[src/rtl/fx_issue_scheduler_if.sv]
// Instruction, writeback and issue signal bundle for fx_issue_scheduler.
// The decode/writeback side uses the master modport; the scheduler uses slave.
interface fx_issue_scheduler_if #(
  parameter int opcodeWidth      = 6,
  parameter int xOpCodeWidth     = 10,
  parameter int immWith          = 16,
  parameter int regWidth         = 5,
  parameter int formatIndexRange = 5,
  parameter int queueDepth       = 4,
  parameter int stallCntWidth    = 16
);
  localparam int OccWidth = $clog2(queueDepth) + 1;

  logic                        enable_i;
  logic                        flush_i;
  logic                        instValid_i;
  logic                        instReady_o;
  logic [opcodeWidth-1:0]      opCode_i;
  logic [xOpCodeWidth-1:0]     xOpCode_i;
  logic                        xOpCodeEnabled_i;
  logic [formatIndexRange-1:0] instructionFormat_i;
  logic [immWith-1:0]          imm_i;
  logic                        is64Bit_i;
  logic [regWidth-1:0]         reg1Address_i;
  logic [regWidth-1:0]         reg2Address_i;
  logic [regWidth-1:0]         reg3Address_i;
  logic                        operand1Enable_i;
  logic                        operand2Enable_i;
  logic                        operand3Enable_i;
  logic                        operand1Writeback_i;
  logic                        wbValid_i;
  logic [regWidth-1:0]         wbAddress_i;

  logic                        issueValid_o;
  logic [opcodeWidth-1:0]      opCode_o;
  logic [xOpCodeWidth-1:0]     xOpCode_o;
  logic                        xOpCodeEnabled_o;
  logic [formatIndexRange-1:0] instructionFormat_o;
  logic [immWith-1:0]          imm_o;
  logic                        is64Bit_o;
  logic [regWidth-1:0]         reg1Address_o;
  logic [regWidth-1:0]         reg2Address_o;
  logic [regWidth-1:0]         reg3Address_o;
  logic                        operand1Enable_o;
  logic                        operand2Enable_o;
  logic                        operand3Enable_o;
  logic                        operand1Writeback_o;
  logic [OccWidth-1:0]         occupancy_o;
  logic [stallCntWidth-1:0]    stallCount_o;

  modport master (
    output enable_i, flush_i, instValid_i, opCode_i, xOpCode_i, xOpCodeEnabled_i,
           instructionFormat_i, imm_i, is64Bit_i, reg1Address_i, reg2Address_i,
           reg3Address_i, operand1Enable_i, operand2Enable_i, operand3Enable_i,
           operand1Writeback_i, wbValid_i, wbAddress_i,
    input  instReady_o, issueValid_o, opCode_o, xOpCode_o, xOpCodeEnabled_o,
           instructionFormat_o, imm_o, is64Bit_o, reg1Address_o, reg2Address_o,
           reg3Address_o, operand1Enable_o, operand2Enable_o, operand3Enable_o,
           operand1Writeback_o, occupancy_o, stallCount_o
  );

  modport slave (
    input  enable_i, flush_i, instValid_i, opCode_i, xOpCode_i, xOpCodeEnabled_i,
           instructionFormat_i, imm_i, is64Bit_i, reg1Address_i, reg2Address_i,
           reg3Address_i, operand1Enable_i, operand2Enable_i, operand3Enable_i,
           operand1Writeback_i, wbValid_i, wbAddress_i,
    output instReady_o, issueValid_o, opCode_o, xOpCode_o, xOpCodeEnabled_o,
           instructionFormat_o, imm_o, is64Bit_o, reg1Address_o, reg2Address_o,
           reg3Address_o, operand1Enable_o, operand2Enable_o, operand3Enable_o,
           operand1Writeback_o, occupancy_o, stallCount_o
  );
endinterface

[src/rtl/fx_issue_scheduler.sv]
// In-order FX issue scheduler: instruction FIFO plus per-GPR busy scoreboard.
// Optional FXSCHED_WB_BYPASS_EN lets a same-cycle writeback unblock the head entry.
module fx_issue_scheduler #(
  parameter int opcodeWidth      = 6,
  parameter int xOpCodeWidth     = 10,
  parameter int immWith          = 16,
  parameter int regWidth         = 5,
  parameter int numRegs          = 2**regWidth,
  parameter int formatIndexRange = 5,
  parameter int queueDepth       = 4,
  parameter int stallCntWidth    = 16
) (
  input logic              clock_i,
  input logic              reset_i,
  fx_issue_scheduler_if.slave bus
);
  localparam int PtrWidth = $clog2(queueDepth);
  localparam int OccWidth = PtrWidth + 1;

  typedef struct packed {
    logic [opcodeWidth-1:0]      op_code;
    logic [xOpCodeWidth-1:0]     x_op_code;
    logic                        x_op_code_en;
    logic [formatIndexRange-1:0] inst_format;
    logic [immWith-1:0]          imm;
    logic                        is_64bit;
    logic [regWidth-1:0]         reg1;
    logic [regWidth-1:0]         reg2;
    logic [regWidth-1:0]         reg3;
    logic                        op1_en;
    logic                        op2_en;
    logic                        op3_en;
    logic                        op1_wb;
  } entry_t;

  entry_t                     queue_q [queueDepth];
  entry_t                     in_entry;
  entry_t                     head_entry;
  entry_t                     out_q;
  logic [PtrWidth-1:0]        head_q, tail_q;
  logic [OccWidth-1:0]        occ_q;
  logic [numRegs-1:0]         busy_q, busy_eff;
  logic [stallCntWidth-1:0]   stall_q;
  logic                       issue_valid_q;
  logic                       ready, push, pop, hazard, not_empty;

  always_comb begin
    in_entry              = '0;
    in_entry.op_code      = bus.opCode_i;
    in_entry.x_op_code    = bus.xOpCode_i;
    in_entry.x_op_code_en = bus.xOpCodeEnabled_i;
    in_entry.inst_format  = bus.instructionFormat_i;
    in_entry.imm          = bus.imm_i;
    in_entry.is_64bit     = bus.is64Bit_i;
    in_entry.reg1         = bus.reg1Address_i;
    in_entry.reg2         = bus.reg2Address_i;
    in_entry.reg3         = bus.reg3Address_i;
    in_entry.op1_en       = bus.operand1Enable_i;
    in_entry.op2_en       = bus.operand2Enable_i;
    in_entry.op3_en       = bus.operand3Enable_i;
    in_entry.op1_wb       = bus.operand1Writeback_i;
  end

  assign head_entry = queue_q[head_q];
  assign not_empty  = (occ_q != '0);
  assign ready      = reset_i && (occ_q != OccWidth'(queueDepth));
  assign push       = bus.instValid_i && ready && !bus.flush_i;

  always_comb begin
    busy_eff = busy_q;
`ifdef FXSCHED_WB_BYPASS_EN
    if (bus.wbValid_i) busy_eff[bus.wbAddress_i] = 1'b0;
`endif
    hazard = (head_entry.op1_en && busy_eff[head_entry.reg1]) ||
             (head_entry.op2_en && busy_eff[head_entry.reg2]) ||
             (head_entry.op3_en && busy_eff[head_entry.reg3]) ||
             (head_entry.op1_wb && busy_eff[head_entry.reg1]);
  end

  assign pop = bus.enable_i && not_empty && !hazard && !bus.flush_i;

  // Payload storage needs no reset: pointers/occupancy define validity.
  always_ff @(posedge clock_i) begin
    if (push) queue_q[tail_q] <= in_entry;
  end

  always_ff @(posedge clock_i or negedge reset_i) begin
    if (!reset_i) begin
      head_q        <= '0;
      tail_q        <= '0;
      occ_q         <= '0;
      busy_q        <= '0;
      stall_q       <= '0;
      issue_valid_q <= 1'b0;
      out_q         <= '0;
    end else begin
      if (bus.enable_i && not_empty && hazard && (stall_q != '1))
        stall_q <= stall_q + 1'b1;
      if (bus.flush_i) begin
        head_q        <= '0;
        tail_q        <= '0;
        occ_q         <= '0;
        busy_q        <= '0;
        issue_valid_q <= 1'b0;
      end else begin
        issue_valid_q <= pop;
        if (push) tail_q <= tail_q + 1'b1;
        if (pop) begin
          head_q <= head_q + 1'b1;
          out_q  <= head_entry;
        end
        if (push && !pop) occ_q <= occ_q + 1'b1;
        else if (pop && !push) occ_q <= occ_q - 1'b1;
        // Clear first so a same-cycle issue to the same register keeps it busy.
        if (bus.wbValid_i) busy_q[bus.wbAddress_i] <= 1'b0;
        if (pop && head_entry.op1_wb) busy_q[head_entry.reg1] <= 1'b1;
      end
    end
  end

  assign bus.instReady_o         = ready;
  assign bus.issueValid_o        = issue_valid_q;
  assign bus.opCode_o            = out_q.op_code;
  assign bus.xOpCode_o           = out_q.x_op_code;
  assign bus.xOpCodeEnabled_o    = out_q.x_op_code_en;
  assign bus.instructionFormat_o = out_q.inst_format;
  assign bus.imm_o               = out_q.imm;
  assign bus.is64Bit_o           = out_q.is_64bit;
  assign bus.reg1Address_o       = out_q.reg1;
  assign bus.reg2Address_o       = out_q.reg2;
  assign bus.reg3Address_o       = out_q.reg3;
  assign bus.operand1Enable_o    = out_q.op1_en;
  assign bus.operand2Enable_o    = out_q.op2_en;
  assign bus.operand3Enable_o    = out_q.op3_en;
  assign bus.operand1Writeback_o = out_q.op1_wb;
  assign bus.occupancy_o         = occ_q;
  assign bus.stallCount_o        = stall_q;
endmodule

[src/flat_wrapper.sv]
// flat-port wrapper written by rule: the top's interface ports become plain ports
module fx_issue_scheduler_flat 
#(
  parameter int opcodeWidth      = 6,
  parameter int xOpCodeWidth     = 10,
  parameter int immWith          = 16,
  parameter int regWidth         = 5,
  parameter int numRegs          = 2**regWidth,
  parameter int formatIndexRange = 5,
  parameter int queueDepth       = 4,
  parameter int stallCntWidth    = 16
)
  (clock_i, reset_i, bus_enable_i, bus_flush_i, bus_instValid_i, bus_opCode_i, bus_xOpCode_i, bus_xOpCodeEnabled_i, bus_instructionFormat_i, bus_imm_i, bus_is64Bit_i, bus_reg1Address_i, bus_reg2Address_i, bus_reg3Address_i, bus_operand1Enable_i, bus_operand2Enable_i, bus_operand3Enable_i, bus_operand1Writeback_i, bus_wbValid_i, bus_wbAddress_i, bus_instReady_o, bus_issueValid_o, bus_opCode_o, bus_xOpCode_o, bus_xOpCodeEnabled_o, bus_instructionFormat_o, bus_imm_o, bus_is64Bit_o, bus_reg1Address_o, bus_reg2Address_o, bus_reg3Address_o, bus_operand1Enable_o, bus_operand2Enable_o, bus_operand3Enable_o, bus_operand1Writeback_o, bus_occupancy_o, bus_stallCount_o);
  fx_issue_scheduler_if #(.opcodeWidth(opcodeWidth), .xOpCodeWidth(xOpCodeWidth), .immWith(immWith), .regWidth(regWidth), .formatIndexRange(formatIndexRange), .queueDepth(queueDepth), .stallCntWidth(stallCntWidth)) bus_i ();
  input logic clock_i;
  input logic reset_i;
  input wire logic [$bits(bus_i.enable_i)-1:0] bus_enable_i;
  input wire logic [$bits(bus_i.flush_i)-1:0] bus_flush_i;
  input wire logic [$bits(bus_i.instValid_i)-1:0] bus_instValid_i;
  input wire logic [$bits(bus_i.opCode_i)-1:0] bus_opCode_i;
  input wire logic [$bits(bus_i.xOpCode_i)-1:0] bus_xOpCode_i;
  input wire logic [$bits(bus_i.xOpCodeEnabled_i)-1:0] bus_xOpCodeEnabled_i;
  input wire logic [$bits(bus_i.instructionFormat_i)-1:0] bus_instructionFormat_i;
  input wire logic [$bits(bus_i.imm_i)-1:0] bus_imm_i;
  input wire logic [$bits(bus_i.is64Bit_i)-1:0] bus_is64Bit_i;
  input wire logic [$bits(bus_i.reg1Address_i)-1:0] bus_reg1Address_i;
  input wire logic [$bits(bus_i.reg2Address_i)-1:0] bus_reg2Address_i;
  input wire logic [$bits(bus_i.reg3Address_i)-1:0] bus_reg3Address_i;
  input wire logic [$bits(bus_i.operand1Enable_i)-1:0] bus_operand1Enable_i;
  input wire logic [$bits(bus_i.operand2Enable_i)-1:0] bus_operand2Enable_i;
  input wire logic [$bits(bus_i.operand3Enable_i)-1:0] bus_operand3Enable_i;
  input wire logic [$bits(bus_i.operand1Writeback_i)-1:0] bus_operand1Writeback_i;
  input wire logic [$bits(bus_i.wbValid_i)-1:0] bus_wbValid_i;
  input wire logic [$bits(bus_i.wbAddress_i)-1:0] bus_wbAddress_i;
  output wire logic [$bits(bus_i.instReady_o)-1:0] bus_instReady_o;
  output wire logic [$bits(bus_i.issueValid_o)-1:0] bus_issueValid_o;
  output wire logic [$bits(bus_i.opCode_o)-1:0] bus_opCode_o;
  output wire logic [$bits(bus_i.xOpCode_o)-1:0] bus_xOpCode_o;
  output wire logic [$bits(bus_i.xOpCodeEnabled_o)-1:0] bus_xOpCodeEnabled_o;
  output wire logic [$bits(bus_i.instructionFormat_o)-1:0] bus_instructionFormat_o;
  output wire logic [$bits(bus_i.imm_o)-1:0] bus_imm_o;
  output wire logic [$bits(bus_i.is64Bit_o)-1:0] bus_is64Bit_o;
  output wire logic [$bits(bus_i.reg1Address_o)-1:0] bus_reg1Address_o;
  output wire logic [$bits(bus_i.reg2Address_o)-1:0] bus_reg2Address_o;
  output wire logic [$bits(bus_i.reg3Address_o)-1:0] bus_reg3Address_o;
  output wire logic [$bits(bus_i.operand1Enable_o)-1:0] bus_operand1Enable_o;
  output wire logic [$bits(bus_i.operand2Enable_o)-1:0] bus_operand2Enable_o;
  output wire logic [$bits(bus_i.operand3Enable_o)-1:0] bus_operand3Enable_o;
  output wire logic [$bits(bus_i.operand1Writeback_o)-1:0] bus_operand1Writeback_o;
  output wire logic [$bits(bus_i.occupancy_o)-1:0] bus_occupancy_o;
  output wire logic [$bits(bus_i.stallCount_o)-1:0] bus_stallCount_o;
  assign bus_i.enable_i = bus_enable_i;
  assign bus_i.flush_i = bus_flush_i;
  assign bus_i.instValid_i = bus_instValid_i;
  assign bus_i.opCode_i = bus_opCode_i;
  assign bus_i.xOpCode_i = bus_xOpCode_i;
  assign bus_i.xOpCodeEnabled_i = bus_xOpCodeEnabled_i;
  assign bus_i.instructionFormat_i = bus_instructionFormat_i;
  assign bus_i.imm_i = bus_imm_i;
  assign bus_i.is64Bit_i = bus_is64Bit_i;
  assign bus_i.reg1Address_i = bus_reg1Address_i;
  assign bus_i.reg2Address_i = bus_reg2Address_i;
  assign bus_i.reg3Address_i = bus_reg3Address_i;
  assign bus_i.operand1Enable_i = bus_operand1Enable_i;
  assign bus_i.operand2Enable_i = bus_operand2Enable_i;
  assign bus_i.operand3Enable_i = bus_operand3Enable_i;
  assign bus_i.operand1Writeback_i = bus_operand1Writeback_i;
  assign bus_i.wbValid_i = bus_wbValid_i;
  assign bus_i.wbAddress_i = bus_wbAddress_i;
  assign bus_instReady_o = bus_i.instReady_o;
  assign bus_issueValid_o = bus_i.issueValid_o;
  assign bus_opCode_o = bus_i.opCode_o;
  assign bus_xOpCode_o = bus_i.xOpCode_o;
  assign bus_xOpCodeEnabled_o = bus_i.xOpCodeEnabled_o;
  assign bus_instructionFormat_o = bus_i.instructionFormat_o;
  assign bus_imm_o = bus_i.imm_o;
  assign bus_is64Bit_o = bus_i.is64Bit_o;
  assign bus_reg1Address_o = bus_i.reg1Address_o;
  assign bus_reg2Address_o = bus_i.reg2Address_o;
  assign bus_reg3Address_o = bus_i.reg3Address_o;
  assign bus_operand1Enable_o = bus_i.operand1Enable_o;
  assign bus_operand2Enable_o = bus_i.operand2Enable_o;
  assign bus_operand3Enable_o = bus_i.operand3Enable_o;
  assign bus_operand1Writeback_o = bus_i.operand1Writeback_o;
  assign bus_occupancy_o = bus_i.occupancy_o;
  assign bus_stallCount_o = bus_i.stallCount_o;
  fx_issue_scheduler #(.opcodeWidth(opcodeWidth), .xOpCodeWidth(xOpCodeWidth), .immWith(immWith), .regWidth(regWidth), .numRegs(numRegs), .formatIndexRange(formatIndexRange), .queueDepth(queueDepth), .stallCntWidth(stallCntWidth)) u_core (.clock_i(clock_i), .reset_i(reset_i), .bus(bus_i));
endmodule
[config.mk]
export PLATFORM = sky130hd
export DESIGN_NAME = fx_issue_scheduler_flat
export DESIGN_NICKNAME = d
export VERILOG_FILES = /design/src/rtl/fx_issue_scheduler_if.sv /design/src/rtl/fx_issue_scheduler.sv /design/src/flat_wrapper.sv
export SDC_FILE = /design/constraint.sdc
export NUM_CORES = 1
export LEC_CHECK = 0
export CAP_MARGIN = 20
export CORE_ASPECT_RATIO = 1.4
export CORE_MARGIN = 2
export CORE_UTILIZATION = 45
export DETAILED_ROUTE_END_ITERATION = 8
export HOLD_SLACK_MARGIN = 0.06
export PLACE_DENSITY = 0.7
export SKIP_CTS_REPAIR_TIMING = 1
export SLEW_MARGIN = 5
export SYNTH_ARGS = -nofsm -noshare
export SYNTH_HDL_FRONTEND = slang
export SYNTH_SLANG_ARGS = --single-unit
[constraint.sdc]
create_clock -name clock_i -period 9.12 [get_ports clock_i]
set_input_delay 0.912 -clock clock_i [delete_from_list [all_inputs] [get_ports clock_i]]
set_output_delay 0.912 -clock clock_i [all_outputs]
set_load 0.01 [all_outputs]
-- Word level (Yosys, flattened, before mapping)
Memories as Yosys holds them, arrays and structs flattened.
Index checks and enable logic that the tools add are counted.
- memory bits (writable): 232
- logic and storage cells: 90
- register bits: 114
- output and inout port bits: 79
- memories: 1
- bits of input ports: 69
- reduce and logical (&&, ||, !) cells: 29
- bitwise operators: 4
- equality and inequality tests: 2
- order comparisons: 6
- add/sub/neg operators: 5
- mux-type cells: 24
- memory list (memory ; depth ; bits a word ; rd ports ; clocked after Yosys merged registers in ; wr ports ; RTL line ; text):
    u_core.queue_q ; 4 ; 58 ; 1 ; 0 ; 1 ; fx_issue_scheduler.sv:36 ; entry_t queue_q [queueDepth];
- operator list (kind ; count):
    $mux W32 ; 4
    $and A32 B32 Y32 ; 1
    $not A32 Y32 ; 1
    $or A32 B32 Y32 ; 1
    $lt A5 B6 Y1 const B ; 4
    $logic_and A1 B1 Y1 ; 17
    $add A16 B1 Y16 const B ; 1
    $ne A16 B16 Y1 const B ; 1
    $bmux W1 S5 ; 3
    $demux W1 S5 ; 2
    $ge A5 B1 Y1 const B ; 2
    $mux W3 ; 3
    $mux W1 ; 8
    $mux W2 ; 4
    $reduce_bool A3 Y1 ; 2
    $add A2 B1 Y2 const B ; 2
    $logic_not A1 Y1 ; 4
    $reduce_bool A2 Y1 ; 2
    $add A3 B1 Y3 const B ; 1
    $logic_or A1 B1 Y1 ; 3
    $ne A3 B3 Y1 const B ; 1
    $sub A3 B1 Y3 const B ; 1
    $reduce_and A2 Y1 ; 1
    $not A1 Y1 ; 1

-- Depth between registers and ports, before layout
Gate-level depths: netlist of run 1.
An unclocked memory read counts as a cell.
- word-level depth: 14
- depth in mapped cells: 17
- mapped depth without buffers: 12

-- Least setup slack after synthesis of run 1
Ideal clock, no wire load.
- kind: flip-flop to flip-flop
- from: register u_core.head_q[0]
- to: register u_core.occ_q[2], in the netlist u_core.bus.occupancy_o[2]
- path buffers: 4
- library setup time: 0.125 ns
- data required time: 8.995 ns
- arrival time: 3.623 ns
- cell stages (with the launch flop): 16
- path slack: 5.372 ns
- period minus slack after synthesis: 3.748 ns
- cells stage by stage: dfrtp_1 -> buf_6 -> buf_6 -> mux4_2 -> buf_4 -> mux4_2 -> mux2i_1 -> nand2_1 -> a221oi_2 -> nand2_2 -> clkbuf_1 -> and2_1 -> fa_1 -> and2_1 -> mux2i_1 -> mux2_2
- cells in the longest elaborated chain, start to end: 14
- elaborated cells on any way between the ends: 23
- those cells by class: 8 x mux; 14 x reduce/logical; 1 x memory
- ends and longest elaborated chain (what ; RTL line ; text):
    start, declared ; fx_issue_scheduler.sv:40 ; logic [PtrWidth-1:0] head_q, tail_q;
    start signal, assigned ; fx_issue_scheduler.sv:109 ; head_q <= head_q + 1'b1;
    $mem_v2 Z4 W58 (*) ; - ;
    $bmux W1 S5, on equally long branches ; fx_issue_scheduler.sv:74, fx_issue_scheduler.sv:77, fx_issue_scheduler.sv:75 ;
    $mux W1, on equally long branches ; fx_issue_scheduler.sv:74, fx_issue_scheduler.sv:77, fx_issue_scheduler.sv:75 ;
    $logic_and A1 B1 Y1, on equally long branches ; fx_issue_scheduler.sv:74, fx_issue_scheduler.sv:75 ;
    $logic_or A1 B1 Y1 ; fx_issue_scheduler.sv:74 ; hazard = (head_entry.op1_en && busy_eff[head_entry.reg1]) ||
    $logic_or A1 B1 Y1 ; fx_issue_scheduler.sv:75 ; (head_entry.op2_en && busy_eff[head_entry.reg2]) ||
    $logic_or A1 B1 Y1 (*) ; fx_issue_scheduler.sv:76 ; (head_entry.op3_en && busy_eff[head_entry.reg3]) ||
    $logic_not A1 Y1 (*) ; fx_issue_scheduler.sv:80 ; assign pop = bus.enable_i && not_empty && !hazard && !bus.flush_i;
    $logic_and A1 B1 Y1 (*) (2 in series) ; fx_issue_scheduler.sv:80 ;
    $logic_not A1 Y1 ; fx_issue_scheduler.sv:112 ; if (push && !pop) occ_q <= occ_q + 1'b1;
    $logic_and A1 B1 Y1 ; fx_issue_scheduler.sv:112 ;
    $mux W3 ; fx_issue_scheduler.sv:112 ;
    $mux W3 ; fx_issue_scheduler.sv:99 ; if (bus.flush_i) begin
    end signal, assigned ; fx_issue_scheduler.sv:112 ;
    end signal, assigned ; fx_issue_scheduler.sv:113 ; else if (pop && !push) occ_q <= occ_q - 1'b1;
    end, declared ; fx_issue_scheduler.sv:41 ; logic [OccWidth-1:0] occ_q;
Every way passes the cells marked *; elsewhere a longest branch is shown, timed or not. The select of a mux whose other input is x is not followed.
A chain may end at the register's enable or synchronous reset.

-- Worst setup path in the final report of run 1
- from: register u_core.head_q[0]
- to: register u_core.out_q, in the netlist u_core.bus.imm_o[11]
- cells in the longest elaborated chain, start to end: 11
- elaborated cells on any way between the ends: 18
- those cells by class: 6 x mux; 11 x reduce/logical; 1 x memory
- ends and longest elaborated chain (what ; RTL line ; text):
    $mem_v2 Z4 W58 (*) ; - ;
    $bmux W1 S5, on equally long branches ; fx_issue_scheduler.sv:74, fx_issue_scheduler.sv:77, fx_issue_scheduler.sv:75 ;
    $mux W1, on equally long branches ; fx_issue_scheduler.sv:74, fx_issue_scheduler.sv:77, fx_issue_scheduler.sv:75 ;
    $logic_and A1 B1 Y1, on equally long branches ; fx_issue_scheduler.sv:74, fx_issue_scheduler.sv:75 ;
    $logic_or A1 B1 Y1 ; fx_issue_scheduler.sv:74 ;
    $logic_or A1 B1 Y1 ; fx_issue_scheduler.sv:75 ;
    $logic_or A1 B1 Y1 ; fx_issue_scheduler.sv:76 ;
    $logic_not A1 Y1 ; fx_issue_scheduler.sv:80 ;
    $logic_and A1 B1 Y1 (2 in series) ; fx_issue_scheduler.sv:80 ;
    $reduce_and A2 Y1 (no source line) ; - ;
    end signal, assigned ; fx_issue_scheduler.sv:110 ; out_q <= head_entry;
    end, declared ; fx_issue_scheduler.sv:39 ; entry_t out_q;
Marked as above.

==> results of run 1 <==
-- flip-flops by register name (all words and copies together), names as in the netlist --
name,flops
u_core.bus.reg1Address_o,5
u_core.bus.xOpCodeEnabled_o,1
u_core.bus.is64Bit_o,1
u_core.bus.operand2Enable_o,1
u_core.bus.reg3Address_o,5
u_core.head_q,2
u_core.bus.xOpCode_o,10
u_core.bus.stallCount_o,16
u_core.bus.instructionFormat_o,5
u_core.bus.reg2Address_o,5
u_core.bus.opCode_o,6
u_core.queue_q,232
u_core.bus.issueValid_o,1
u_core.bus.imm_o,16
u_core.bus.operand1Writeback_o,1
u_core.bus.occupancy_o,3
u_core.bus.operand3Enable_o,1
u_core.busy_eff,32
u_core.bus.operand1Enable_o,1
u_core.tail_q,2
-- cell type report --
class,count,share of cell area [%]
Inverter,7,0.153
Clock buffer,50,6.14
Clock inverter,16,0.675
Multi-Input combinational cell,419,24.4
Tap cell,395,2.87
Sequential cell,346,57.0
Timing Repair Buffer,152,8.74
-- Yosys cell counts, types with 2 or more instances --
master | instances | area share (%)
xor2_1 | 3 | 0.18
a21oi_1 | 36 | 1.3
o21ai_0 | 32 | 1.1
inv_1 | 7 | 0.18
mux2i_1 | 55 | 3.9
dfrtp_1 | 114 | 20
a22oi_1 | 5 | 0.26
o2111ai_1 | 2 | 0.12
mux2_4 | 9 | 0.95
nor2b_1 | 7 | 0.31
nand3_1 | 12 | 0.42
nand4_1 | 6 | 0.26
edfxtp_1 | 232 | 49
nor2_1 | 17 | 0.45
xnor2_1 | 16 | 0.98
ha_1 | 5 | 0.44
nand3b_1 | 6 | 0.32
buf_1 | 3 | 0.079
buf_2 | 10 | 0.35
nand2b_1 | 6 | 0.26
or3_1 | 34 | 1.5
mux2_2 | 57 | 4.5
clkbuf_1 | 18 | 0.47
and2_1 | 10 | 0.44
o22ai_1 | 3 | 0.13
nand2_1 | 11 | 0.29
and3_1 | 5 | 0.22
buf_6 | 7 | 0.55
mux4_2 | 62 | 9.8
a211oi_2 | 2 | 0.18
or3b_2 | 3 | 0.18
-- per-layer routing --
metal | vias up | GRT usage, % | routed length (um)
met3 | 69 | 3.67 | 1770
met1 | 4134 | 23.0 | 12000
met2 | 283 | 33.5 | 16300
li1 | 3480 | - | -
met5 | - | 0 | 0
met4 | 0 | 7.04 | 941
-- logic make-up (layout without fill, tap and decap cells) --
group / after synthesis / in the layout / share of synthesized area, %
fa+ha+maj: 6 / 6 / 0.579
buf+inv: 48 / 225 / 1.83
mux: 183 / 183 / 19.1
flops: 346 / 346 / 68.8
xor+xnor: 19 / 19 / 1.17
simple gates: 123 / 123 / 4.96
compound gates: 88 / 88 / 3.57
-- cells in the final DEF, fill, tap and decap left out, types with 5 or more instances in the layout --
cell type        netlist  final
edfxtp_1             232    232
clkdlybuf4s50_1        0    146
dfrtp_1              114    112
mux4_2                62     62
mux2_2                57     57
mux2i_1               55     55
clkbuf_16              0     39
a21oi_1               36     36
or3_1                 34     34
o21ai_0               32     32
nor2_1                17     17
xnor2_1               16     16
nand3_1               12     12
nand2_1               11     11
mux2_4                 9      9
inv_1                  7      7
nor2b_1                7      7
clkbuf_1              18      7
nand3b_1               6      6
nand2b_1               6      6
and2_1                10      6
nand4_1                6      6
clkinv_2               0      6
buf_4                  1      6
a22oi_1                5      5
and3_1                 5      5
ha_1                   5      5
-- power by group through the flow --
| stage | logic [uW] | clock network [uW] | registers [uW] |
|---|---|---|---|
| global placement | 1060 | 0 | 2020 |
| global route | 1140 | 1530 | 2010 |
| detailed placement | 1080 | 0 | 2030 |
| CTS | 1080 | 1460 | 2000 |
| floorplan | 557 | 0 | 2040 |
| finish | 1070 | 1440 | 1990 |
-- per-stage QoR --
stage          power [uW]  instances  setup WS, ps
3_3_place_gp         3090       1319          3590
6_report             4500       1385          3640
2_1_floorplan        2600        813          5370
3_5_place_dp         3110       1319          3510
4_1_cts              4550       1385          3510
5_1_grt              4680       1385          3270
-- worst reg2reg max path, cell delays in order (launching register included) --
cell and delay (ps):
dfrtp_4 630, buf_4 800, mux4_2 940, mux2i_1 220, mux2i_1 350, a22oi_1 230, a21oi_1 260, a211oi_2 90
nand2_2 490, or2_4 920, mux2_2 450
-- worst paths after layout --
check	start	end	slack (ps)	cells after the start
setup reg to reg	u_core.head_q[0]	u_core.bus.imm_o[11]	3640	10
setup / recovery	u_core.head_q[0]	u_core.bus.imm_o[11]	3640	10
max in group asynchronous	reset_i	u_core.head_q[0]	7160	2
hold reg to reg	u_core.bus.stallCount_o[7]	u_core.bus.stallCount_o[7]	490	1
hold / removal	reset_i	u_core.bus.reg2Address_o[2]	430	1
min in group clock_i	u_core.bus.stallCount_o[7]	u_core.bus.stallCount_o[7]	490	1
==> summary.md, run 1 <==
| Metric | Value |
|---|---|
| Clock latency on the worst-skew pair | between 500 and 600 ps |
| Num rows | 77 |
| Number of global-route vias before repair | 8,515 |
| IO Pins | ~150 |
| Crit-path max FO | just under 60 |
| Max VDD drop | around 0.00019 V |
| Largest net degree at the start of global routing | 66 |
| Pins over their slew limit | 0 |
| Crit-path most repeated cell | mux2i_1 |
| Die footprint | ~0.033 mm^2 |
| P per Cell Area | roughly 260 mW/mm^2 |
| TritonCTS clock tree | built |
| Crit path kind | reg2reg |
| H-tree levels | 2 |
| EDFF count, synth | 232 |
| Post-DP HPWL | around 19,000 um |
| Post-Place Cell Area | about 0.016 mm^2 |
| Part of the cycle the worst path needs | around three fifths |
| Flop pwr share | between 40% and 50% |
| Initial Util | around 45% |
| Die Y | 215 um |
| Critical path launch point type | flip-flop |
| Num CTS Buffers | 36 |
| Clock tree buffer depth | 3 |
| Worst-margin pin slew | around 1000 ps |
| Area growth, synth to finish | 20.7% |
| Core Box Area | 0.0314 mm^2 |
| Max-Cap Viols | 0 |
| Gate power share | 23.7% |
| Seq cells post-synth | about 350 |
| Final nets | between 1,000 and 1,500 |
| Via density | approximately 5.8 |
| Drt initial violations | 412 |
| CP Cell Sequence | buf_4, mux4_2, mux2i_1, mux2i_1, a22oi_1, a21oi_1, a211oi_2, nand2_2, or2_4, mux2_2 |
| Clock Pin Slew Worst Setup and Hold Paths | ~60 ps |
| Clock Power Share | 32.0% |
| Drt drc | 0 |
| Data arrival time of the critical path | 5890 ps |
| Iteration count of the initial detailed-routing pass | 5 |
| Critical Path Sink Type | flip-flop |
| GPL Wtd Cong | approximately 0.88 |
| Status | finished clean |
| Critical path's slowest cell | or2_4 |
| Worst Path Buf+Inv | 1 |
| Multi-input logic area | 0.00420 mm^2 |
| Fin Hold WS | 426 ps |
| Clock sink count | 346 |
| Cell area after synthesis | roughly 0.014 mm^2 |
| Rel. slew slack | a little under a third |
| Clock skew | 21.7 ps |
| PortBufs | between 100 and 150 |
| Ys Warns | 0 |
| Top delay family on crit path | multiplexers |
| Antenna cells | 0 |
| Initial antenna violation count | 0 |
| Worst Path Required | about 9500 ps |
| Register Area | about 0.0098 mm^2 |
| Synthesized net count | around 890 |
| Global route overflow | 0 |
| Sw power | between 1000 and 1500 uW |
| First-pass GRT wire length | about 48,000 um |
| Fmax | 182 MHz |
| Hold Vio Cnt, Final | 0 |
| Die Span X | 155 um |
| Syn_area_per_cell | 17.6 um^2 |
| RSZ-0062 raised after global routing | no |
| Fin Setup TNS | 0 ps |
| Static Leak | 0.00613 uW |
| Final count of negative-setup-slack endpoints | 0 |
| Post-DRT Antenna Nets | 0 |
| FFs w/ async S/R, synth | between 30% and 40% |
| Mapped Cells | 813 |
| Fillers | 2,469 |
| Wirelength per Cell | about 22 um |
| Root buf cell | clkbuf_16 |
| Total Routing Usage GR | 18.9% |
| Wirelength, routed | slightly above 30,000 um |
| Min-delay worst type | in2async |
| Register area share after synthesis | between 60% and 70% |
| Via count | about 8,000 |
| Layout Utilization | a little over half |
| Final Cell Area | ~0.017 mm^2 |
| Number of library cell types mapped by synthesis | a little under 50 |
| Slowest Stage Delay on Critical Path | 920 ps |
| Minimum clock period | 5480 ps |
| Share of cells above drive strength 1 | just over 20% |
| P_int | 3300 uW |
| Prevailing post-synth register cell | edfxtp_1 |
| Sw frac | around a quarter |
(Power assumes the default switching activity.)
==> run 2: changes to the inputs <==
--- a/config.mk
+++ b/config.mk
@@ -11,7 +11,7 @@
 export CORE_UTILIZATION = 45
 export DETAILED_ROUTE_END_ITERATION = 8
 export HOLD_SLACK_MARGIN = 0.06
-export PLACE_DENSITY = 0.7
+export PLACE_DENSITY = 0.72
 export SKIP_CTS_REPAIR_TIMING = 1
 export SLEW_MARGIN = 5
 export SYNTH_ARGS = -nofsm -noshare
==> constraint.sdc (replaced) <==
create_clock -name clock_i -period 4.4 [get_ports clock_i]
set_input_delay 0.44 -clock clock_i [delete_from_list [all_inputs] [get_ports clock_i]]
set_output_delay 0.44 -clock clock_i [all_outputs]
set_load 0.01 [all_outputs]
==> summary.md, run 2 (synthesized netlist as in run 1, its figures left out) <==
| Metric | Value |
|---|---|
| Status | finished clean |
| Max-Cap Viols | 0 |
| Sw frac | a little over a quarter |
| Max VDD drop | 0.000388 V |
| Pins over their slew limit | 0 |
| Final count of negative-setup-slack endpoints | 0 |
| Die footprint | approximately 0.033 mm^2 |
| Sw power | ~2500 uW |
| Clock sink count | roughly 350 |
| Max reg flops | about 230 |
| Iteration count of the initial detailed-routing pass | 5 |
| Biggest register | u_core.queue_q |
| Commonest cells after routing, fill and taps aside | edfxtp_1, clkdlybuf4s50_1, dfrtp_1 |
| Area growth, synth to finish | 21.2% |
| Post-Place Worst Slack | about 420 ps |
| Clock Pin Slew Worst Setup and Hold Paths | about 60 ps |
| Share of cells above drive strength 1 | 21.4% |
| P_int | between 6000 and 7000 uW |
| Post-DRT Antenna Nets | 0 |
| R2R depth | 11 |
| Root buf cell | clkbuf_16 |
| Crit Reg-Reg Startpoint | u_core.head_q[0] |
| IO Pins | around 150 |
| Crit-path max FO | 17 |
| Fin Setup TNS | 0 ps |
| Min-delay worst type | in2async |
| Num rows | 77 |
| Commonest non-fill, non-tap cell in the layout | edfxtp_1 |
| Wirelength, routed | just over 30,000 um |
| Critical Path Sink Type | flip-flop |
| Global route overflow | 0 |
| Flop2flop setup slack | ~430 ps |
| Critical path launch point type | flip-flop |
| Worst-margin pin slew | a little over 1000 ps |
| Final nets | between 1,000 and 1,500 |
| Minimum clock period | between 3000 and 4000 ps |
| Die Span X | between 150 and 200 um |
| Crit path kind | reg2reg |
| Drt drc | 0 |
| Drt initial violations | roughly 530 |
| Initial Util | between 40% and 50% |
| Initial antenna violation count | 1 |
| P per Cell Area | 532 mW/mm^2 |
| Cell Count Post-Placement | between 1,000 and 1,500 |
| Layout Cells excl Fill | 1,397 |
| Data arrival time of the critical path | about 4400 ps |
| Clock skew | 11.4 ps |
| Clock Power Share | 30.9% |
| Core Box Area | 0.0314 mm^2 |
| Number of global-route vias before repair | just over 8,000 |
| Rel. slew slack | 30.8% |
| Worst Path Required | between 4000 and 5000 ps |
| H-tree levels | 2 |
| Slack of the critical path | around 430 ps |
| Die Y | around 210 um |
| Part of the cycle the worst path needs | around nine tenths |
| Flop pwr share | between 40 and 50% |
| Num CTS Buffers | 35 |
| PortBufs | about 150 |
| Gate power share | 24.5% |
| Clock tree buffer depth | 3 |
| Fmax | around 250 MHz |
| First-pass GRT wire length | 47,500 um |
| Post-Place Cell Area | approximately 0.016 mm^2 |
| TritonCTS clock tree | built |
| Fin Hold WS | between 300 and 400 ps |
| RSZ-0062 raised after global routing | no |
| Total Routing Usage GR | a little under a fifth |
| GPL Wtd Cong | between 0.8 and 0.9 |
| Clock latency on the worst-skew pair | around 520 ps |
| Static Leak | a little over 0.006 uW |
| Hold Vio Cnt, Final | 0 |
| Via count | 7,819 |
| Largest net degree at the start of global routing | 60 |
| Wirelength per Cell | approximately 22 um |
| FF-to-FF End | u_core.bus.occupancy_o[2] |
| Post-DP HPWL | 19,300 um |
| Via density | around 5.6 |
| Final Cell Area | approximately 0.017 mm^2 |
-- run 2: critical path: stages (launching register included) --
cell and delay, ps:
dfrtp_4 530, mux4_2 700, mux4_2 590, mux2i_1 170, nand2_1 90, a221oi_2 410, nand2_2 160, and2_1 180
fa_1 380, and2_1 150, mux2i_1 130, mux2_2 350
-- run 2: stage by stage --
| step | power, uW | utilization [%] |
|---|---|---|
| global route | 9610 | 55.1 |
| CTS | 9310 | 55.1 |
| detailed placement | 6450 | 51.5 |
| global placement | 6410 | 51.5 |
| finish | 9200 | 55.1 |
| floorplan | 5390 | - |
-- run 2: cell type report --
| cell class | count | area [um^2] |
|---|---|---|
| Tap cell | 395 | 494 |
| Inverter | 7 | 26.3 |
| Clock buffer | 51 | 1020 |
| Clock inverter | 13 | 87.6 |
| Sequential cell | 346 | 9820 |
| Timing Repair Buffer | 165 | 1650 |
| Multi-Input combinational cell | 419 | 4200 |
| Fill cell | 2498 | 14100 |
| Antenna cell | 1 | 2.50 |
-- run 2: power by group through the flow --
stage	sequential [uW]	combinational, uW	clock [uW]
final	4110	2250	2840
after global routing	4150	2410	3040
after CTS	4110	2280	2910
after detailed placement	4170	2280	0
after global placement	4160	2240	0
after floorplan	4230	1150	0
-- run 2: worst max path at each step --
stage / from / endpoint / slack, ps / cells past startpoint
after floorplan: u_core.head_q[0] / u_core.bus.occupancy_o[2] / 650 / 15
after global placement: u_core.head_q[0] / u_core.bus.reg3Address_o[3] / 440 / 9
after detailed placement: u_core.head_q[0] / u_core.bus.imm_o[0] / 420 / 9
after CTS: u_core.head_q[0] / u_core.bus.imm_o[10] / 380 / 9
final: u_core.head_q[0] / u_core.bus.occupancy_o[2] / 430 / 11
after global routing: u_core.head_q[0] / u_core.bus.occupancy_o[2] / 200 / 12
-- run 2: layer usage --
metal	GRT usage, %	part of all wire, %	vias up
li1	-	-	3509
met1	23.3	39	3961
met2	31.8	51	270
met3	3.93	5.5	79
met4	8.21	3.9	0
met5	0	0	-
==> run 3: changes to the inputs <==
--- a/config.mk
+++ b/config.mk
@@ -8,10 +8,10 @@
 export CAP_MARGIN = 20
 export CORE_ASPECT_RATIO = 1.4
 export CORE_MARGIN = 2
-export CORE_UTILIZATION = 45
+export CORE_UTILIZATION = 49
 export DETAILED_ROUTE_END_ITERATION = 8
 export HOLD_SLACK_MARGIN = 0.06
-export PLACE_DENSITY = 0.72
+export PLACE_DENSITY = 0.77
 export SKIP_CTS_REPAIR_TIMING = 1
 export SLEW_MARGIN = 5
 export SYNTH_ARGS = -nofsm -noshare
==> constraint.sdc (replaced) <==
create_clock -name clock_i -period 4.4 [get_ports clock_i]
set_input_delay 0.44 -clock clock_i [delete_from_list [all_inputs] [get_ports clock_i]]
set_output_delay 0.44 -clock clock_i [all_outputs]
set_load 0.1 [all_outputs]
==> summary.md, run 3 (synthesized netlist as in run 1, its figures left out) <==
| Metric | Value |
|---|---|
| Status | finished clean |
| CP Cell Sequence | mux4_2, mux2i_1, mux2i_1, a22oi_1, a21oi_1, a211oi_2, nand2_2, buf_4, or2_4, buf_4, mux2_2 |
| Part of the cycle the worst path needs | between 80% and 90% |
| Routing usage on met2 | between 30% and 40% |
| Crit path kind | reg2reg |
| Die Y | approximately 200 um |
| Total Routing Usage GR | between 20% and 30% |
| Post-DP HPWL | between 15,000 and 20,000 um |
| Fillers | 2,146 |
| Clock Pin Slew Worst Setup and Hold Paths | approximately 60 ps |
| Min-delay worst type | in2async |
| Die Span X | roughly 150 um |
| Fin Setup TNS | 0 ps |
| Post-DRT Antenna Nets | 0 |
| Met3 usage | approximately 3.9% |
| Wirelength, routed | between 30,000 and 40,000 um |
| Num CTS Buffers | 35 |
| Initial antenna violation count | 2 |
| Drt initial violations | 486 |
| Root buf cell | clkbuf_16 |
| PortBufs | about 150 |
| Hold Vio Cnt, Final | 0 |
| P per Cell Area | around 660 mW/mm^2 |
| Post-Place Cell Area | about 0.016 mm^2 |
| Num rows | 73 |
| IO Pins | approximately 150 |
| Slowest Stage Delay on Critical Path | between 800 and 900 ps |
| Register Area | roughly 0.0098 mm^2 |
| Max reg flops | ~230 |
| Minimum clock period | between 3000 and 4000 ps |
| Initial Util | between 50% and 60% |
| Max VDD drop | about 0.00054 V |
| Number of global-route vias before repair | about 8,400 |
| Largest net degree at the start of global routing | 63 |
| TritonCTS clock tree | built |
| GPL Wtd Cong | 0.892 |
| Clock skew | around 25 ps |
| Worst Path Buf+Inv | 2 |
| First-pass GRT wire length | 47,500 um |
| Via count | just under 8,000 |
| Busiest layer in global routing | met2 |
| Layout Utilization | about three fifths |
| Critical path launch point type | flip-flop |
| Cell Count Post-Placement | about 1,300 |
| Via density | 5.71 |
| Fmax | roughly 250 MHz |
| Commonest non-fill, non-tap cell in the layout | edfxtp_1 |
| Worst Path Required | between 4000 and 5000 ps |
| Critical path's slowest cell | mux4_2 |
| Static Leak | roughly 0.006 uW |
| Area growth, synth to finish | 21.3% |
| Core Box Area | ~0.028 mm^2 |
| Biggest register | u_core.queue_q |
| Commonest cells after routing, fill and taps aside | edfxtp_1, clkdlybuf4s50_1, dfrtp_1 |
| Final nets | between 1,000 and 1,500 |
| Wirelength per Cell | 22.3 um |
| Die footprint | just over 0.03 mm^2 |
| Rel. slew slack | between 20 and 30% |
| Final count of negative-setup-slack endpoints | 0 |
| Multi-input logic area | roughly 0.0042 mm^2 |
| Layout Cells excl Fill | between 1,000 and 1,500 |
| Clock sink count | approximately 350 |
| Max-Cap Viols | 0 |
| Pins over their slew limit | 0 |
| Iteration count of the initial detailed-routing pass | 6 |
| Data arrival time of the critical path | ~4400 ps |
| Top delay family on crit path | multiplexers |
| Worst-margin pin slew | approximately 1100 ps |
| Share of cells above drive strength 1 | 21.0% |
| RSZ-0062 raised after global routing | no |
| Critical Path Sink Type | flip-flop |
| Met1 track demand over resource | 24.4% |
| Clock latency on the worst-skew pair | between 500 and 600 ps |
| Global route overflow | 0 |
| Clock tree buffer depth | 3 |
| H-tree levels | 2 |
| Drt drc | 0 |
| Final Cell Area | about 0.017 mm^2 |
| Crit-path max FO | 36 |
[run 3: changes by cell type in the layout (fill, tap and decap cells not counted), moves of 2 or more]
cell	previous run	this run
bufinv_16	0	3
clkbuf_1	9	12
clkbuf_8	6	3
clkinv_2	6	4
inv_6	2	0
[run 3: final timing paths]
path	depth (start not counted)	start	slack, ps	to
hold / removal	2	reset_i	100	u_core.bus.reg1Address_o[2]
hold reg to reg	1	u_core.bus.stallCount_o[9]	490	u_core.bus.stallCount_o[9]
min in group clock_i	1	u_core.bus.stallCount_o[9]	490	u_core.bus.stallCount_o[9]
setup reg to reg	11	u_core.head_q[0]	440	u_core.bus.reg1Address_o[3]
setup / recovery	11	u_core.head_q[0]	440	u_core.bus.reg1Address_o[3]
max in group asynchronous	3	reset_i	2890	u_core.head_q[0]
[run 3: power by group]
part / switching (uW) / internal (uW) / total (uW) / leakage, uW
logic: 3100 / 1260 / 4360 / 0.00206
registers: 253 / 3860 / 4110 / 0.00356
clock network: 1190 / 1780 / 2960 / 0.000560
total: 4540 / 6890 / 11400 / 0.00618
[run 3: cell type report]
| class | count | area share (%) |
|---|---|---|
| Antenna cell | 1 | 0.0145 |
| Sequential cell | 346 | 56.8 |
| Inverter | 7 | 0.152 |
| Timing Repair Buffer | 163 | 9.35 |
| Multi-Input combinational cell | 419 | 24.3 |
| Tap cell | 375 | 2.71 |
| Clock inverter | 11 | 0.817 |
| Clock buffer | 52 | 5.85 |
[run 3: per-layer routing]
layer / part of all wire (%) / up-vias / wire length, um
li1: - / 3500 / -
met1: 38 / 4035 / 11700
met2: 53 / 232 / 16300
met3: 5.2 / 72 / 1580
met4: 3.5 / 2 / 1060
met5: 0.033 / - / 10
[run 3: worst register-to-register path, delay by kind of cell (launching register included)]
| kind | cells | cell delay, ps |
|---|---|---|
| flops | 1 | 570 |
| compound gates | 3 | 590 |
| buf+inv | 2 | 570 |
| simple gates | 2 | 440 |
| mux | 4 | 1680 |
[run 3: stage by stage]
step	power [uW]	setup WS (ps)	hold WS (ps)
floorplan	7460	357	144
global placement	8510	469	477
detailed placement	8560	445	481
CTS	11500	448	115
global route	11800	183	149
finish	11400	445	100
==> patch 1, RTL diff (settings of run 3) <==
The option `FXSCHED_WB_BYPASS_EN` is turned on by a define.
--- a/src/rtl/fx_issue_scheduler.sv
+++ b/src/rtl/fx_issue_scheduler.sv
@@ -1,5 +1,7 @@
 // In-order FX issue scheduler: instruction FIFO plus per-GPR busy scoreboard.
 // Optional FXSCHED_WB_BYPASS_EN lets a same-cycle writeback unblock the head entry.
+`define FXSCHED_WB_BYPASS_EN
+
 module fx_issue_scheduler #(
   parameter int opcodeWidth      = 6,
   parameter int xOpCodeWidth     = 10,
Check against the original RTL: not equivalent (Yosys sat finds a counterexample within 4 cycles, from zero or initial values and one cycle with reset_i low).
==> patch 1 against run 3 <==
  * Routed wire length is 17% higher
  * Total power grew 5.9%
  * Sequential cell count stayed put
  * Count of clock-buffer cells in the layout is 8 lower
  * Area after synthesis increased by 5.1%
  * Hold slack better by 21 ps
  * Die area up 5.0%
  * Final area increased by 6.1%
  * Worst setup slack got worse by 210 ps
  * Clock power about the same
  * Clock skew fell by 4.0 ps
==> patch 1: results <==
metrics = {
    "run_status": {
        "status": "finished, final reports clean",
    },
    "synth": {
        "synth.area.top_cells": "edfxtp_1 46%, dfrtp_1 19%, mux4_2 8.9%, mux2_2 4.2%, mux2i_1 3.3%",
        "yosys-top-cells-count": "232 x edfxtp_1, 114 x dfrtp_1, 59 x mux4_2",
        "synth_area_um2": 15000,
        "seq_area_frac_synth_pct": 65.47,
        "synthMuxAreaShare_pct": 17.23,
        "async_reset_ff_share_pct": 32.95,
        "synth_cell_types": 67,
        "synth_nets": 1031,
        "ys.warnings.count": 0,
        "synth_enable_flop_cells": 232,
        "yosys.area_share.xor_xnor_pct": 1.535,
        "synthAdderAreaFrac_pct": 0.5506,
        "synth_compound_area_share_pct": 5.906,
    },
    "timing": {
        "slew_headroom_pct": 29.16,
        "layout_setup_ws_ps": 234.0,
        "slew_viol_final": 0,
        "finalClockSkew_ps": 20.67,
        "hold_slack_ps": 120.7,
    },
    "global_route": {
        "use_met3_pct": 4.206,
        "groute.usage.overall_pct": 22.42,
        "grt_max_degree": 69,
        "grt_pass1_wl_mm": 55.38,
        "grt_pass1_vias": 9776,
        "antenna_found_initial": 1,
        "met2_usage_pct": 40.26,
        "met1_usage_pct": 26.73,
    },
    "route": {
        "drt_iter0_markers": 543,
        "wl_met3_mm": 2.093,
        "num_vias": 9222,
        "m1WireLength_mm": 13.53,
        "wl_mm": 35.72,
        "dr.pass1.iters": 5,
        "route.met2.wl_mm": 18.85,
        "dr.max_layer_used": "met4",
    },
    "placed_design": {
        "gp_congestion": 0.9389,
        "portBuffers": 147,
        "hpwl_mm": 24.23,
        "post-place-ws_ps": 146.6,
    },
    "clocking": {
        "clkTransAtPathRegs_ps": 60,
        "cts_buffers": 35,
        "clock_latency_ps": 520,
        "clock_path_buffers": 3,
        "cts_root_buffer": "clkbuf_16",
        "htree_levels": 2,
    },
    "final_layout": {
        "layout-drive-gt1-share_pct": 20.86,
        "fill_cells": 2308,
        "reg.largest.list": "u_core.queue_q: 232 flops, u_core.busy_q: 32 flops",
        "layout.nets": 1215,
    },
    "worst_setup_path": {
        "crit_arrival_ps": 4620,
        "r2r_slack_ps": 230,
        "worstPathMaxFanout": 13,
    },
    "power_and_ir_drop": {
        "p_leak_uw": 0.006418,
        "p_clk_share_pct": 24.4,
        "switching_share_pct": 41.06,
        "max-vdd-ir-drop_mv": 0.5282,
        "p_switching_uw": 4971,
        "comb_cell_power_uw": 5080,
    },
    "worst_hold_path": {
        "min_path_type": "input pin to asynchronous set/reset pin",
    },
}
==> patch 1: cell count changes in the layout (fill, tap and decap cells not counted), moves of 8 or more <==
cell / change
a211oi_1: +8
a21oi_1: +13
a311oi_1: +12
buf_4: +32
mux2_1: +11
mux2_4: -9
nand2_1: +20
nand3_1: +36
nor2_1: +10
nor3_1: +11
or3_1: -33
==> patch 1: path summary, 6_finish.rpt <==
kind	depth (start not counted)	endpoint	from
min in group clock_i	1	u_core.bus.operand1Writeback_o	u_core.bus.operand1Writeback_o
max in group asynchronous	3	u_core.bus.stallCount_o[1]	reset_i
max	14	u_core.bus.occupancy_o[2]	u_core.head_q[0]
max reg2reg	14	u_core.bus.occupancy_o[2]	u_core.head_q[0]
min	2	u_core.busy_q[9]	reset_i
min reg2reg	1	u_core.bus.operand1Writeback_o	u_core.bus.operand1Writeback_o
==> patch 1: critical path: stages, from the launching register on <==
cell	delay (ps)
dfrtp_4	510
buf_12	190
mux4_2	650
xnor2_1	230
a311oi_1	120
nor4_1	380
nor4_2	160
a211o_1	340
nor4_4	300
nor3_1	90
fa_1	400
nor3b_1	290
nand2_1	80
mux2_2	260
nand3_1	80
==> patch 1: stage by stage <==
stage               instance area, µm²  std cells
finish                           18360       1553
global route                     18350       1550
CTS                              18350       1550
detailed placement               17220       1488
global placement                 17220       1488
floorplan                        15010        956
==> patch 1: cell type report <==
| type | instances | area, µm² | share of cell area (%) |
|---|---|---|---|
| inverters | 15 | 56.30 | 0.3067 |
| clock buffers | 44 | 929.6 | 5.064 |
| clock inverters | 18 | 200.2 | 1.091 |
| multi-input cells | 541 | 4870 | 26.53 |
| well taps | 385 | 481.7 | 2.624 |
| diodes | 3 | 7.507 | 0.04090 |
| flip-flops and latches | 346 | 9824 | 53.52 |
| repair buffers | 201 | 1987 | 10.82 |
==> patch 2, RTL diff (settings of run 3) <==
Made on the original files. Reset style: synchronous (`reset_i`), changed in one clocked block.
--- a/src/rtl/fx_issue_scheduler.sv
+++ b/src/rtl/fx_issue_scheduler.sv
@@ -84,7 +84,7 @@
     if (push) queue_q[tail_q] <= in_entry;
   end
 
-  always_ff @(posedge clock_i or negedge reset_i) begin
+  always_ff @(posedge clock_i) begin
     if (!reset_i) begin
       head_q        <= '0;
       tail_q        <= '0;
Check against the original RTL: differs if reset_i is asserted again (counterexample within 4 cycles, from zero or initial values and one cycle with reset_i low); with reset_i held inactive, the same outputs for 4 cycles.
==> patch 2 against run 3 <==
  * Routed wire length up 15%
  * Sequential share of layout area fell by 3.0 points
  * Highest routed layer is now met4
  * First-iteration DRC count increased by 110%
  * Area after synthesis barely moved
  * Worst setup slack lost 180 ps
  * Via count is 19% higher
  * Final area about the same
  * Count of clock-buffer cells in the layout fell by 5
  * Sequential cell count rose by 2
Power is not compared: it rests on default switching activity, and its combinational part moved more than twofold at a synthesized area within 25%.
==> patch 2: results <==
metrics = {
    "worst_setup_path": {
        "r2r_slack_ps": 260,
        "crit_arrival_ps": 4590,
        "r2r-end": "u_core.bus.occupancy_o[2]",
        "worstRegToRegCells": 13,
        "critPathMaxStageDelay_ps": 800,
        "cpLargestDelayFamily": "compound AO/OA/AOI/OAI gates",
        "worstPathMaxFanout": 17,
    },
    "global_route": {
        "grt_max_degree": 70,
        "grt_pass1_vias": 9549,
        "groute.usage.overall_pct": 23.03,
        "antenna_found_initial": 2,
        "grt_pass1_wl_mm": 53.33,
    },
    "synth": {
        "yosys.area_share.xor_xnor_pct": 0.1840,
        "yosys-top-cells-count": "232 x edfxtp_1, 116 x dfxtp_1, 76 x a21oi_1",
        "seq_area_frac_synth_pct": 65.03,
        "synthMuxAreaShare_pct": 13.21,
        "synthAdderAreaFrac_pct": 0.6657,
        "synth_nets": 1061,
        "ys.warnings.count": 0,
        "async_reset_ff_share_pct": 0,
        "synth.area.top_cells": "edfxtp_1 49%, dfxtp_1 16%, mux4_2 9.1%, mux2i_1 4.1%, a21oi_1 2.7%",
        "synth_enable_flop_cells": 232,
        "synth_cell_types": 56,
        "synth_compound_area_share_pct": 11.03,
    },
    "final_layout": {
        "layout-drive-gt1-share_pct": 14.12,
        "layout.nets": 1198,
        "top_register": "u_core.queue_q",
        "fill_cells": 2246,
        "largest_reg_flops": 232,
    },
    "timing": {
        "final.min_clock_period_ps": 4139,
        "slew_headroom_pct": 30.90,
        "finalClockSkew_ps": 17.91,
        "hold_slack_ps": 475.5,
    },
    "clocking": {
        "cts_buffers": 34,
        "clock_latency_ps": 530,
        "htree_levels": 2,
    },
    "route": {
        "dr.pass1.iters": 5,
        "drt_iter0_markers": 1004,
        "ant_nets": 0,
        "wl_mm": 35.09,
        "avgViaCountPerCell": 6.101,
    },
    "worst_hold_path": {
        "min_from": "u_core.bus.operand1Writeback_o",
        "min_path_type": "flop to flop",
        "hold_end": "u_core.bus.operand1Writeback_o",
        "hold_depth": 2,
    },
    "placed_design": {
        "hpwl_mm": 22.29,
        "gp_congestion": 0.9805,
        "post-place-ws_ps": 308.2,
    },
    "power_and_ir_drop": {
        "p_leak_uw": 0.005448,
        "max-vdd-ir-drop_mv": 0.4132,
    },
    "run_status": {
        "status": "finished, final reports clean",
    },
}
-- patch 2: power breakdown --
group          total (µW)  internal (µW)  switching [µW]
Sequential           3520           3510            12.0
Clock                2960           1740            1220
Combinational         382            134             249
-- patch 2: tightest hold or removal path, cell delays in order (launching register included) --
cell and delay, ps:
dfxtp_1 300, o21ai_0 60, a21oi_1 60
-- patch 2: metal layers --
metal | vias up | wire length (µm) | GRT usage (%)
met5 | - | 0 | 0
met4 | 0 | 1499 | 10.85
met3 | 94 | 1971 | 3.488
met2 | 368 | 18410 | 41.52
met1 | 4681 | 13220 | 26.98
li1 | 4186 | - | -
-- patch 2: how the worst max path moves through the flow --
stage,endpoint,from,depth (start not counted)
after global placement,u_core.bus.occupancy_o[2],flop,13
after floorplan,u_core.bus.occupancy_o[2],flop,18
after CTS,u_core.bus.occupancy_o[2],flop,13
after global routing,u_core.bus.opCode_o[1],flop,10
after detailed placement,u_core.bus.occupancy_o[2],flop,13
final,u_core.bus.occupancy_o[2],flop,13
-- patch 2: metrics by stage --
step | std cells | cell area [µm²]
2_1_floorplan | 985 | 14280
3_5_place_dp | 1466 | 16150
4_1_cts | 1527 | 17290
5_1_grt | 1529 | 17300
3_3_place_gp | 1464 | 16110
6_report | 1529 | 17300
-- patch 2: area by class of cell --
type | count | share of cell area [%]
flip-flops and latches | 348 | 53.74
inverters | 10 | 0.2170
clock inverters | 14 | 1.006
diodes | 2 | 0.02894
repair buffers | 168 | 9.882
well taps | 380 | 2.749
multi-input cells | 560 | 26.77
clock buffers | 47 | 5.614
